**src/rtl/match_round_controller.sv**
```systemverilog
// Round/match flow controller for the fighting game.
// Watches both players' health, sequences countdown -> fight -> result,
// keeps best-of-N win tallies, and gates the physics/health stages and
// player input between rounds. Every output is a register.
module match_round_controller #(
  parameter int TICKS_PER_SEC     = 20,
  parameter int ROUND_SECONDS     = 99,
  parameter int COUNTDOWN_SECONDS = 3,
  parameter int RESULT_SECONDS    = 2,
  parameter int ROUNDS_TO_WIN     = 2
) (
  input  logic       clk,
  input  logic       reset,
  input  logic       tick,
  input  logic       start,
  input  logic [8:0] health_1,
  input  logic [8:0] health_2,
  output logic [2:0] state,
  output logic       round_reset,
  output logic       fight_enable,
  output logic [1:0] countdown,
  output logic [6:0] timer_s,
  output logic [1:0] round_winner,
  output logic [1:0] wins_1,
  output logic [1:0] wins_2,
  output logic [1:0] match_winner
);

  localparam int SUB_W = (TICKS_PER_SEC > 1) ? $clog2(TICKS_PER_SEC) : 1;
  localparam logic [SUB_W-1:0] SUB_MAX  = SUB_W'(TICKS_PER_SEC - 1);
  localparam logic [SUB_W-1:0] SUB_ZERO = SUB_W'(0);
  localparam logic [SUB_W-1:0] SUB_ONE  = SUB_W'(1);
  localparam logic [6:0] ROUND_S = 7'(ROUND_SECONDS);
  localparam logic [6:0] CD_S    = 7'(COUNTDOWN_SECONDS);
  localparam logic [6:0] RES_S   = 7'(RESULT_SECONDS);
  localparam logic [1:0] WIN_N   = 2'(ROUNDS_TO_WIN);

  // Result / winner codes
  localparam logic [1:0] RES_NONE = 2'd0;
  localparam logic [1:0] RES_P1   = 2'd1;
  localparam logic [1:0] RES_P2   = 2'd2;
  localparam logic [1:0] RES_DRAW = 2'd3;

  typedef enum logic [2:0] {
    ST_IDLE      = 3'd0,
    ST_COUNTDOWN = 3'd1,
    ST_FIGHT     = 3'd2,
    ST_ROUND_END = 3'd3,
    ST_MATCH_END = 3'd4
  } state_t;

  state_t           state_r, state_nx;
  logic             start_q_r;
  logic [SUB_W-1:0] sub_cnt_r, sub_nx;
  logic [6:0]       sec_cnt_r, sec_nx;
  logic [6:0]       timer_nx;
  logic [1:0]       rw_nx, w1_nx, w2_nx, mw_nx, cd_nx;
  logic [1:0]       result_s;
  logic             start_edge_s, sub_wrap_s;

  assign start_edge_s = start & ~start_q_r;
  assign sub_wrap_s   = tick & (sub_cnt_r == SUB_MAX);
  assign state        = state_r;

  // Round outcome as seen on the current tick, in priority order (KO before timeout)
  always_comb begin
    result_s = RES_NONE;
    if ((health_1 == 9'd0) && (health_2 == 9'd0)) begin
      result_s = RES_DRAW;
    end else if (health_1 == 9'd0) begin
      result_s = RES_P2;
    end else if (health_2 == 9'd0) begin
      result_s = RES_P1;
    end else if (timer_s == 7'd0) begin
      if (health_1 > health_2) begin
        result_s = RES_P1;
      end else if (health_2 > health_1) begin
        result_s = RES_P2;
      end else begin
        result_s = RES_DRAW;
      end
    end else begin
      result_s = RES_NONE;
    end
  end

  // Next-state, counter and scoreboard logic
  always_comb begin
    state_nx = state_r;
    sub_nx   = tick ? (sub_wrap_s ? SUB_ZERO : sub_cnt_r + SUB_ONE) : sub_cnt_r;
    sec_nx   = sec_cnt_r;
    timer_nx = timer_s;
    rw_nx    = round_winner;
    w1_nx    = wins_1;
    w2_nx    = wins_2;
    mw_nx    = match_winner;
    case (state_r)
      ST_IDLE: begin
        if (start_edge_s) begin
          state_nx = ST_COUNTDOWN;
          sub_nx   = SUB_ZERO;
          sec_nx   = CD_S;
          timer_nx = ROUND_S;
          rw_nx    = RES_NONE;
          w1_nx    = 2'd0;
          w2_nx    = 2'd0;
          mw_nx    = RES_NONE;
        end else begin
          state_nx = ST_IDLE;
        end
      end
      ST_COUNTDOWN: begin
        if (sub_wrap_s) begin
          if (sec_cnt_r == 7'd1) begin
            state_nx = ST_FIGHT;
            sub_nx   = SUB_ZERO;
            sec_nx   = 7'd0;
          end else begin
            sec_nx = sec_cnt_r - 7'd1;
          end
        end else begin
          sec_nx = sec_cnt_r;
        end
      end
      ST_FIGHT: begin
        if (tick) begin
          if (result_s != RES_NONE) begin
            state_nx = ST_ROUND_END;
            sub_nx   = SUB_ZERO;
            sec_nx   = RES_S;
            rw_nx    = result_s;
            if ((result_s == RES_P1) && (wins_1 != 2'd3)) begin
              w1_nx = wins_1 + 2'd1;
            end else if ((result_s == RES_P2) && (wins_2 != 2'd3)) begin
              w2_nx = wins_2 + 2'd1;
            end else begin
              w1_nx = wins_1;
            end
          end else if (sub_wrap_s && (timer_s != 7'd0)) begin
            timer_nx = timer_s - 7'd1;
          end else begin
            timer_nx = timer_s;
          end
        end else begin
          state_nx = ST_FIGHT;
        end
      end
      ST_ROUND_END: begin
        if (sub_wrap_s) begin
          if (sec_cnt_r == 7'd1) begin
            sub_nx = SUB_ZERO;
            if (wins_1 == WIN_N) begin
              state_nx = ST_MATCH_END;
              sec_nx   = 7'd0;
              mw_nx    = RES_P1;
            end else if (wins_2 == WIN_N) begin
              state_nx = ST_MATCH_END;
              sec_nx   = 7'd0;
              mw_nx    = RES_P2;
            end else begin
              state_nx = ST_COUNTDOWN;
              sec_nx   = CD_S;
              timer_nx = ROUND_S;
            end
          end else begin
            sec_nx = sec_cnt_r - 7'd1;
          end
        end else begin
          sec_nx = sec_cnt_r;
        end
      end
      ST_MATCH_END: begin
        if (start_edge_s) begin
          state_nx = ST_IDLE;
          sub_nx   = SUB_ZERO;
          sec_nx   = 7'd0;
        end else begin
          state_nx = ST_MATCH_END;
        end
      end
      default: begin
        state_nx = ST_IDLE;
      end
    endcase
    cd_nx = (state_nx == ST_COUNTDOWN) ? sec_nx[1:0] : 2'd0;
  end

  // State, counters and registered outputs
  always_ff @(posedge clk) begin
    if (reset) begin
      state_r      <= ST_IDLE;
      start_q_r    <= 1'b1;
      sub_cnt_r    <= SUB_ZERO;
      sec_cnt_r    <= 7'd0;
      round_reset  <= 1'b1;
      fight_enable <= 1'b0;
      countdown    <= 2'd0;
      timer_s      <= ROUND_S;
      round_winner <= RES_NONE;
      wins_1       <= 2'd0;
      wins_2       <= 2'd0;
      match_winner <= RES_NONE;
    end else begin
      state_r      <= state_nx;
      start_q_r    <= start;
      sub_cnt_r    <= sub_nx;
      sec_cnt_r    <= sec_nx;
      round_reset  <= (state_nx == ST_IDLE) || (state_nx == ST_COUNTDOWN);
      fight_enable <= (state_nx == ST_FIGHT);
      countdown    <= cd_nx;
      timer_s      <= timer_nx;
      round_winner <= rw_nx;
      wins_1       <= w1_nx;
      wins_2       <= w2_nx;
      match_winner <= mw_nx;
    end
  end

endmodule

```
**config.mk**
```make
export PLATFORM = sky130hd
export DESIGN_NAME = match_round_controller
export DESIGN_NICKNAME = d
export VERILOG_FILES = /design/src/rtl/match_round_controller.sv
export SDC_FILE = /design/constraint.sdc
export NUM_CORES = 1
export LEC_CHECK = 0
export BUFFER_PORTS_ARGS = -buffer_cell sky130_fd_sc_hd__buf_2
export CAP_MARGIN = 10
export CORE_MARGIN = 2
export CORE_UTILIZATION = 50
export DETAILED_ROUTE_END_ITERATION = 7
export GPL_ROUTABILITY_DRIVEN = 0
export MAX_ROUTING_LAYER = met4
export PLACE_DENSITY = 0.79
export RECOVER_POWER = 50
export SYNTH_ARGS = -nofsm -noshare
export SYNTH_HDL_FRONTEND = slang
export SYNTH_SLANG_ARGS = --single-unit
```
**constraint.sdc**
```tcl
create_clock -name clk -period 4 [get_ports clk]
set_clock_uncertainty 0.2 [all_clocks]
set_input_delay 0.2 -clock clk [delete_from_list [all_inputs] [get_ports clk]]
set_output_delay 0.2 -clock clk [all_outputs]
set_load 0.03 [all_outputs]
```
# ---- Yosys cells after proc, flatten, opt, wreduce, memory -nomap -nowiden
# Index checks and enable logic that the tools add are counted.
dict set report classes {
  addsub 5
  n_lt_le_gt_ge 2
  eq_ne 29
  mux 63
  n_bitwise 4
  n_reduce_logical 25
}
# op n
set ops {}
lappend ops {{7-bit 2-to-1 mux} 16}
lappend ops {{2-bit 2-to-1 mux} 21}
lappend ops {{5-bit 2-to-1 mux} 7}
lappend ops {{7-bit case mux with 5 select lines} 1}
lappend ops {{2-bit inequality test, second input constant} 16}
lappend ops {{3-bit 2-to-1 mux} 9}
lappend ops {{7-bit case mux with 3 select lines} 1}
lappend ops {{9-bit greater-than comparator} 2}
lappend ops {{9-bit logical NOT} 2}
lappend ops {{2-bit case mux with 2 select lines} 4}
lappend ops {{3-bit case mux with 5 select lines} 1}
lappend ops {{5-bit case mux with 3 select lines} 1}
lappend ops {{7-bit by 1-bit subtractor with 7-bit output, second input constant} 2}
lappend ops {{5-bit AND reduction} 2}
lappend ops {{3-bit by 2-bit equality test with 1-bit output, second input constant} 3}
lappend ops {{9-bit AND reduction} 1}
lappend ops {{7-bit by 1-bit equality test with 1-bit output, second input constant} 1}
lappend ops {{7-bit logical NOT} 1}
lappend ops {{7-bit AND reduction} 1}
lappend ops {{7-bit nonzero test} 1}
lappend ops {{2-bit equality test, second input constant} 3}
lappend ops {{3-bit by 1-bit equality test with 1-bit output, second input constant} 2}
lappend ops {{3-bit logical NOT} 2}
lappend ops {{6-bit AND reduction} 1}
lappend ops {{16 further kinds} 27}
dict set report totals {
  ff_bits 35
  in_bits 22
  wordCells 141
}

# ---- Longest topological paths before layout
# Gate-level depths: netlist (run 1).
dict set report depth {
  word_depth 14
  depth_mapped 10
}

# ---- Worst setup path after synthesis (run 1)
# Ideal clock, no wire load.
dict set report synth_path {
  path_type {reg2reg}
  start {reg sub_cnt_r[0]}
  end {reg timer_s[5]}
  setup_time_ps 124
  t_arrival_ps 2524
  required_time_ps 3676
  setup_slack_ps 1152
  stages_incl_launch_ff 10
  path_buffers 1
  path_cell_list {dfxtp_1 -> ha_1 -> nand2_2 -> or4b_1 -> buf_2 -> or3_1 -> a221o_2 -> a2111oi_4 -> xnor2_1 -> nand2_1}
}
dict set report synth_between {
  elab_chain_cells 5
  elab_cells_between_ends 6
  cone_classes {3 x eq/ne; 1 x bitwise; 2 x reduce/logical}
}
# element line
set synth_lines {}
lappend synth_lines {{start: declaration} 54} ;# logic [SUB_W-1:0] sub_cnt_r, sub_nx;
lappend synth_lines {{start signal: assignment} 206} ;# sub_cnt_r <= sub_nx;
lappend synth_lines {{5-bit equality test *} 62} ;# assign sub_wrap_s = tick & (sub_cnt_r == SUB_MAX);
lappend synth_lines {{1-bit bitwise AND *} 62}
lappend synth_lines {{1-bit logical AND} 139} ;# end else if (sub_wrap_s && (timer_s != 7'd0)) begin
lappend synth_lines {{2-bit inequality test (no line)} --}
lappend synth_lines {{9-bit AND reduction (no line) *} --}
lappend synth_lines {{end signal: assignment} 211} ;# timer_s <= timer_nx;
lappend synth_lines {{end: declaration} 22} ;# output logic [6:0] timer_s,
# Mark *: on every way between the ends. The rest lies on a longest branch, timed or not.
# A chain may end at the register's enable or synchronous reset.

# ---- Worst setup path in the final report (run 1)
dict set report layout_path {
  start {reg sub_cnt_r[0]}
  end {reg timer_s[4]}
}
# The elaborated chain is that of the path after synthesis.

==> results of run 1 <==
## cells by family after synthesis
logic type | count (synthesis)
AND/OR/NAND/NOR | 121
flip-flops | 35
buffers and inverters | 34
AO/OA/AOI/OAI | 63
adder cells (fa/ha/maj) | 17
multiplexers | 8
XOR/XNOR | 8
## state kept, by name (all words and copies together), names as in the netlist
register / cells
sec_cnt_r: 7
timer_s: 7
sub_cnt_r: 5
state: 3
countdown: 2
match_winner: 2
round_winner: 2
wins_1: 2
wins_2: 2
fight_enable: 1
round_reset: 1
start_q_r: 1
## worst min path at each step
stage / cells after the start / to / slack, ns / start
6_report: 4 / sub_cnt_r[3]$_SDFF_PP0_ / 0.13 / tick
5_1_grt: 3 / sub_cnt_r[0]$_SDFF_PP0_ / 0.15 / tick
4_1_cts: 4 / sub_cnt_r[2]$_SDFF_PP0_ / 0.13 / tick
3_5_place_dp: 2 / start_q_r$_SDFF_PP1_ / 0.23 / start
3_3_place_gp: 2 / start_q_r$_SDFF_PP1_ / 0.23 / start
2_1_floorplan: 1 / start_q_r$_SDFF_PP1_ / 0.11 / start
## worst max-delay path: stages, from the launching register on
cell,delay [ns]
dfxtp_1,0.38
ha_1,0.18
nand2_1,0.09
or4b_1,0.59
or3_1,0.40
a221o_2,0.47
a2111oi_4,0.37
xnor2_1,0.18
nor2_2,0.04
## layer usage
metal	wire length, µm	share of wire	vias up	global-route usage
met2	2470	0.47	72	0.348
met3	375	0.072	10	0.0577
li1	-	-	1108	-
met4	76	0.015	0	0.0839
met5	0	0	-	-
met1	2310	0.44	1015	0.279
## repair_timing
| action | CTS | global route |
|---|---|---|
| hold buffers | 1 | 0 |
| endpoints found under the hold margin | 1 | 0 |
| resized for setup | 0 | 0 |
| endpoints found under the setup margin | 0 | 0 |
## area by class of cell
cell class,count,area [µm²],area share
multi-input cells,217,1450,0.562
flip-flops and latches,35,701,0.272
clock inverters,1,5.00,0.00194
well taps,52,65.1,0.0253
repair buffers,45,204,0.0792
inverters,19,71.3,0.0277
clock buffers,6,82.6,0.0321
## power by group through the flow
stage / logic [mW] / registers (mW) / clock network (mW)
after floorplan: 0.119 / 0.377 / 0
after global placement: 0.157 / 0.378 / 0
after detailed placement: 0.159 / 0.379 / 0
after CTS: 0.162 / 0.371 / 0.266
after global routing: 0.180 / 0.373 / 0.280
final: 0.161 / 0.371 / 0.259
## cells in the mapped netlist (all sizes together), types with 4 or more instances
| library cell | n | area, µm² |
|---|---|---|
| nand2 | 21 | 81.3 |
| ha | 17 | 213 |
| nand2b | 7 | 43.8 |
| nand4 | 5 | 31.3 |
| nor2 | 37 | 141 |
| a21oi | 19 | 95.1 |
| a311oi | 5 | 43.8 |
| inv | 19 | 71.3 |
| nor3 | 18 | 90.1 |
| clkbuf | 11 | 41.3 |
| o21ai | 5 | 25.0 |
| xor2 | 4 | 35.0 |
| a211oi | 6 | 45.0 |
| a31oi | 6 | 37.5 |
| or3 | 7 | 43.8 |
| buf | 4 | 20.0 |
| mux2i | 7 | 70.1 |
| xnor2 | 4 | 35.0 |
| dfxtp | 35 | 701 |
## stage by stage
step,hold WS [ns],cells
CTS,0.128,375
floorplan,0.107,286
finish,0.129,375
detailed placement,0.233,367
global placement,0.228,367
global route,0.155,375
## cells in the final DEF, fill, tap and decap left out, types with 7 or more instances in the layout
master | synthesis | final
buf_2 | 1 | 20
ha_1 | 17 | 17
nand2b_1 | 7 | 7
or3_1 | 7 | 7
inv_1 | 19 | 19
nor2_1 | 36 | 36
clkbuf_1 | 11 | 23
mux2i_1 | 7 | 7
nor3_1 | 18 | 18
nand2_1 | 20 | 21
a21oi_1 | 19 | 19
dfxtp_1 | 35 | 35
==> flow_summary.json, run 1 <==
{
  "outcome": "finished, final reports clean",
  "cellPowerDensity_nw_per_um2": 307,
  "die_w_um": 71.6,
  "yosysWarnings": 0,
  "drive_above_1_share": 0.108,
  "htree_levels": 2,
  "syn_avg_cell_area_um2": 7.98,
  "switchingPower_mw": 0.237,
  "cp-start-kind": "flop",
  "power_leakage_nw": 0.995,
  "fillers": 412,
  "p_int_mw": 0.554,
  "num_rows": 24,
  "drt_first_pass_iters": 4,
  "cts_buffer_depth": 2,
  "hold_path_class": "input pin to flop",
  "cts_root_buffer": "clkbuf_8",
  "synth_seq_cells": 35,
  "ant_nets": 0,
  "maxSlewHeadroom": 0.546,
  "maxCapViolCount": 0,
  "fin_crit_ns": 3.00,
  "wire_per_inst_um": 13.9,
  "critPathCaptureType": "flop",
  "crit_end": "timer_s[4]$_SDFFE_PP0P_",
  "synthMuxAreaShare": 0.0356,
  "worstSetupPathType": "flop to flop",
  "synth-compound-area-share": 0.202,
  "dpl.hpwl_um": 3950,
  "clk_pin_slew_ns": 0.07,
  "hold_viol": 0,
  "setup_viol": 0,
  "utilization": 0.588,
  "clock_power_share": 0.327,
  "r2r_setup_slack_ns": 1.0,
  "async_reset_ff_frac": 0,
  "worst_slack_ns": 1.00,
  "design_area_um2": 2580,
  "synth-edff-count": 0,
  "nets": 362,
  "portBuffers": 43,
  "grt_max_degree": 31,
  "antenna_found_initial": 0,
  "synth_area_um2": 2280,
  "grt_usage": 0.223,
  "post-route-period-util": 0.750,
  "rsz0062_at_grt": "false",
  "max-vdd-ir-drop_uv": 228,
  "core_area_um2": 4380,
  "die_h_um": 71.6,
  "rr_startpoint": "sub_cnt_r[0]$_SDFF_PP0_",
  "dieArea_um2": 5120,
  "post-cts-setup-buffers": 0,
  "synth-simple-area-share": 0.273,
  "synth_seq_area_share": 0.307,
  "drv_slew": 0,
  "critical_path_required_ns": 3.99,
  "dpl-instance-area_um2": 2510,
  "grt_pass1_wl_um": 8820,
  "drc": 0,
  "yosysUniqueCellTypes": 56,
  "syn_nets": 325,
  "drt_wl_total_um": 5230,
  "syn2layout_area_growth_pct": 12.8,
  "antennaDiodeCount": 0,
  "tritoncts": "yes",
  "synth_top_family_by_area": "simple AND/OR/NAND/NOR gates",
  "grt.overflow.total": 0,
  "avgViaCountPerCell": 5.88,
  "ios": 44,
  "start_util": 0.521,
  "synthXorXnorAreaFrac": 0.0307,
  "clkSinkCount": 35,
  "ff2ff_path_depth": 8,
  "startpoint": "sub_cnt_r[0]$_SDFF_PP0_",
  "worstPathMaxFanout": 6,
  "vias": 2205,
  "grt_pass1_vias": 1980,
  "drtIter0Drc": 135,
  "setup_tns_ns": 0,
  "worstSkewPairLatency_ns": 0.29,
  "fmax_mhz": 333,
  "swShare": 0.300,
  "synth_fa_ha_area_frac": 0.0932,
  "cts_buffers": 5,
  "power_mw": 0.792,
  "dp_slack_ns": 1.01,
  "p_comb_frac": 0.204,
  "arrival_ns": 2.99,
  "power.share.sequential": 0.469,
  "reg2reg_to": "timer_s[4]$_SDFFE_PP0P_",
  "ys.flop_type": "dfxtp_1",
  "worst_slew_pin_slew_ns": 0.677,
  "syn_inst": 286
}
Power figures use the tool's default switching activity.
==> run 2, diff against run 1 <==
==> constraint.sdc (replaced) <==
create_clock -name clk -period 2.9 [get_ports clk]
set_clock_uncertainty 0.2 [all_clocks]
set_input_delay 0.145 -clock clk [delete_from_list [all_inputs] [get_ports clk]]
set_output_delay 0.145 -clock clk [all_outputs]
set_load 0.03 [all_outputs]
==> run 2 against run 1 <==
Flip-flop and latch count stayed put. Register-to-register slack worse by 0.91 ns. Fmax is 6.7% higher. Sequential power is 36% higher. Worst hold slack worse by 0.070 ns. Cell count is 2.9% higher. Sequential share of layout area is 0.70 points lower. Utilization is 1.7 points higher. Clock power is 35% higher. Combinational power is 48% higher. Critical path depth stayed put. Critical endpoint is now timer_s[5]$_SDFFE_PP1P_. Largest cell class unchanged. Largest power group unchanged.
==> flow_summary.json, run 2 (synthesis gave the netlist of run 1 again) <==
{
  "nets": 372,
  "critPathCaptureType": "flop",
  "fin_crit_ns": 2.81,
  "post-cts-setup-buffers": 0,
  "path_cells": "ha_1 > nand2_2 > or4b_1 > or3_1 > a221o_2 > a2111oi_4 > xnor2_1 > nand2_1",
  "syn2layout_area_growth_pct": 16.0,
  "drtIter0Drc": 92,
  "rsz0062_at_grt": "false",
  "drv_slew": 0,
  "dieArea_um2": 5120,
  "drc": 0,
  "post-route-period-util": 0.970,
  "cts_buffers": 5,
  "critical_path_required_ns": 2.88,
  "drt_first_pass_iters": 4,
  "worst_slew_pin_slew_ns": 0.716,
  "ant_nets": 0,
  "slowest_stage": "or4b_1",
  "hold_viol": 0,
  "vias": 2231,
  "power_mw": 1.09,
  "layout_common_cells": "36 x nor2_1, 34 x dfxtp_1, 23 x buf_2, 23 x clkbuf_1, 20 x nand2_1",
  "die_h_um": 71.6,
  "power_leakage_nw": 1.04,
  "die_w_um": 71.6,
  "dp_slack_ns": 0.0303,
  "worstSetupPathType": "flop to flop",
  "tritoncts": "yes",
  "worstSkewPairLatency_ns": 0.29,
  "grt_max_degree": 31,
  "setup_tns_ns": 0,
  "cts_buffer_depth": 2,
  "cts_root_buffer": "clkbuf_8",
  "grt_pass1_vias": 1965,
  "drt_wl_total_um": 5280,
  "drive_above_1_share": 0.144,
  "start_util": 0.521,
  "antennaDiodeCount": 0,
  "maxSlewHeadroom": 0.519,
  "grt_usage": 0.222,
  "grt_pass1_wl_um": 8710,
  "antenna_found_initial": 0,
  "worst_slack_ns": 0.0873,
  "avgViaCountPerCell": 5.78,
  "maxCapViolCount": 0,
  "utilization": 0.604,
  "outcome": "finished, final reports clean",
  "clkSinkCount": 35,
  "dpl.hpwl_um": 4020,
  "clk_pin_slew_ns": 0.07,
  "grt.overflow.total": 0,
  "hold_path_class": "input pin to flop",
  "cellPowerDensity_nw_per_um2": 413,
  "htree_levels": 2,
  "cp-start-kind": "flop",
  "arrival_ns": 2.79,
  "worstPathMaxFanout": 5,
  "ios": 44,
  "layout_commonest_cell": "nor2_1",
  "portBuffers": 43,
  "crit_path_max_incr_delay_ns": 0.50,
  "fmax_mhz": 356,
  "wire_per_inst_um": 13.7,
  "largest_registers": "sec_cnt_r: 7 flops, timer_s: 7 flops, sub_cnt_r: 5 flops",
  "max-vdd-ir-drop_uv": 232,
  "setup_viol": 0,
  "core_area_um2": 4380,
  "num_rows": 24
}
[run 2: layout make-up]
cell class,count,area (µm²)
fill,401,1740
multi-input combinational,217,1450
sequential,35,702
timing repair buffer,55,272
inverter,19,71.3
clock buffer,5,68.8
tap,52,65.1
clock inverter,3,20.0
[run 2: report_power, final]
part	switching (mW)	leakage [nW]	internal, mW	total (mW)
sequential	0.0130	0.284	0.493	0.506
clock	0.182	0.0402	0.167	0.349
combinational	0.145	0.721	0.0948	0.239
[run 2: worst paths after layout]
kind	startpoint	to	slack, ns	cells past startpoint
worst max register to register	sub_cnt_r[1]$_SDFF_PP0_	timer_s[5]$_SDFFE_PP1P_	0.09	8
worst max-delay path	sub_cnt_r[1]$_SDFF_PP0_	timer_s[5]$_SDFFE_PP1P_	0.09	8
worst min-delay path	tick	sub_cnt_r[0]$_SDFF_PP0_	0.06	3
worst min register to register	round_winner[0]$_SDFFE_PP0P_	round_winner[0]$_SDFFE_PP0P_	0.27	2
[run 2: timing repair]
item | CTS | global route
endpoints found under the hold margin | 1 | 0
resized for setup | 0 | 1
hold buffers | 1 | 0
setup endpoints to repair | 0 | 7
[run 2: worst max-delay path: cells and delay by family, from the launching register on]
family                     cells  cell delay (ns)
and+or+nand+nor                4             1.02
AOI/OAI and AO/OA              2             0.79
DFF                            1             0.35
adders and majority gates      1             0.18
xor gates and xnor gates       1             0.17
[run 2: metal layers]
metal  vias up  GRT usage  part of all wire
met3         9     0.0478             0.063
met4         0     0.0943             0.017
met1      1033      0.271              0.45
li1       1122          -                 -
met2        67      0.356              0.47
met5         -          -                 0
[run 2: metrics by stage]
stage / area [µm²] / hold WS [ns] / cells
final: 2650 / 0.0590 / 386
after global routing: 2650 / 0.0608 / 386
after CTS: 2680 / 0.0607 / 386
after detailed placement: 2580 / 0.183 / 377
after global placement: 2580 / 0.176 / 377
after floorplan: 2280 / 0.0516 / 286
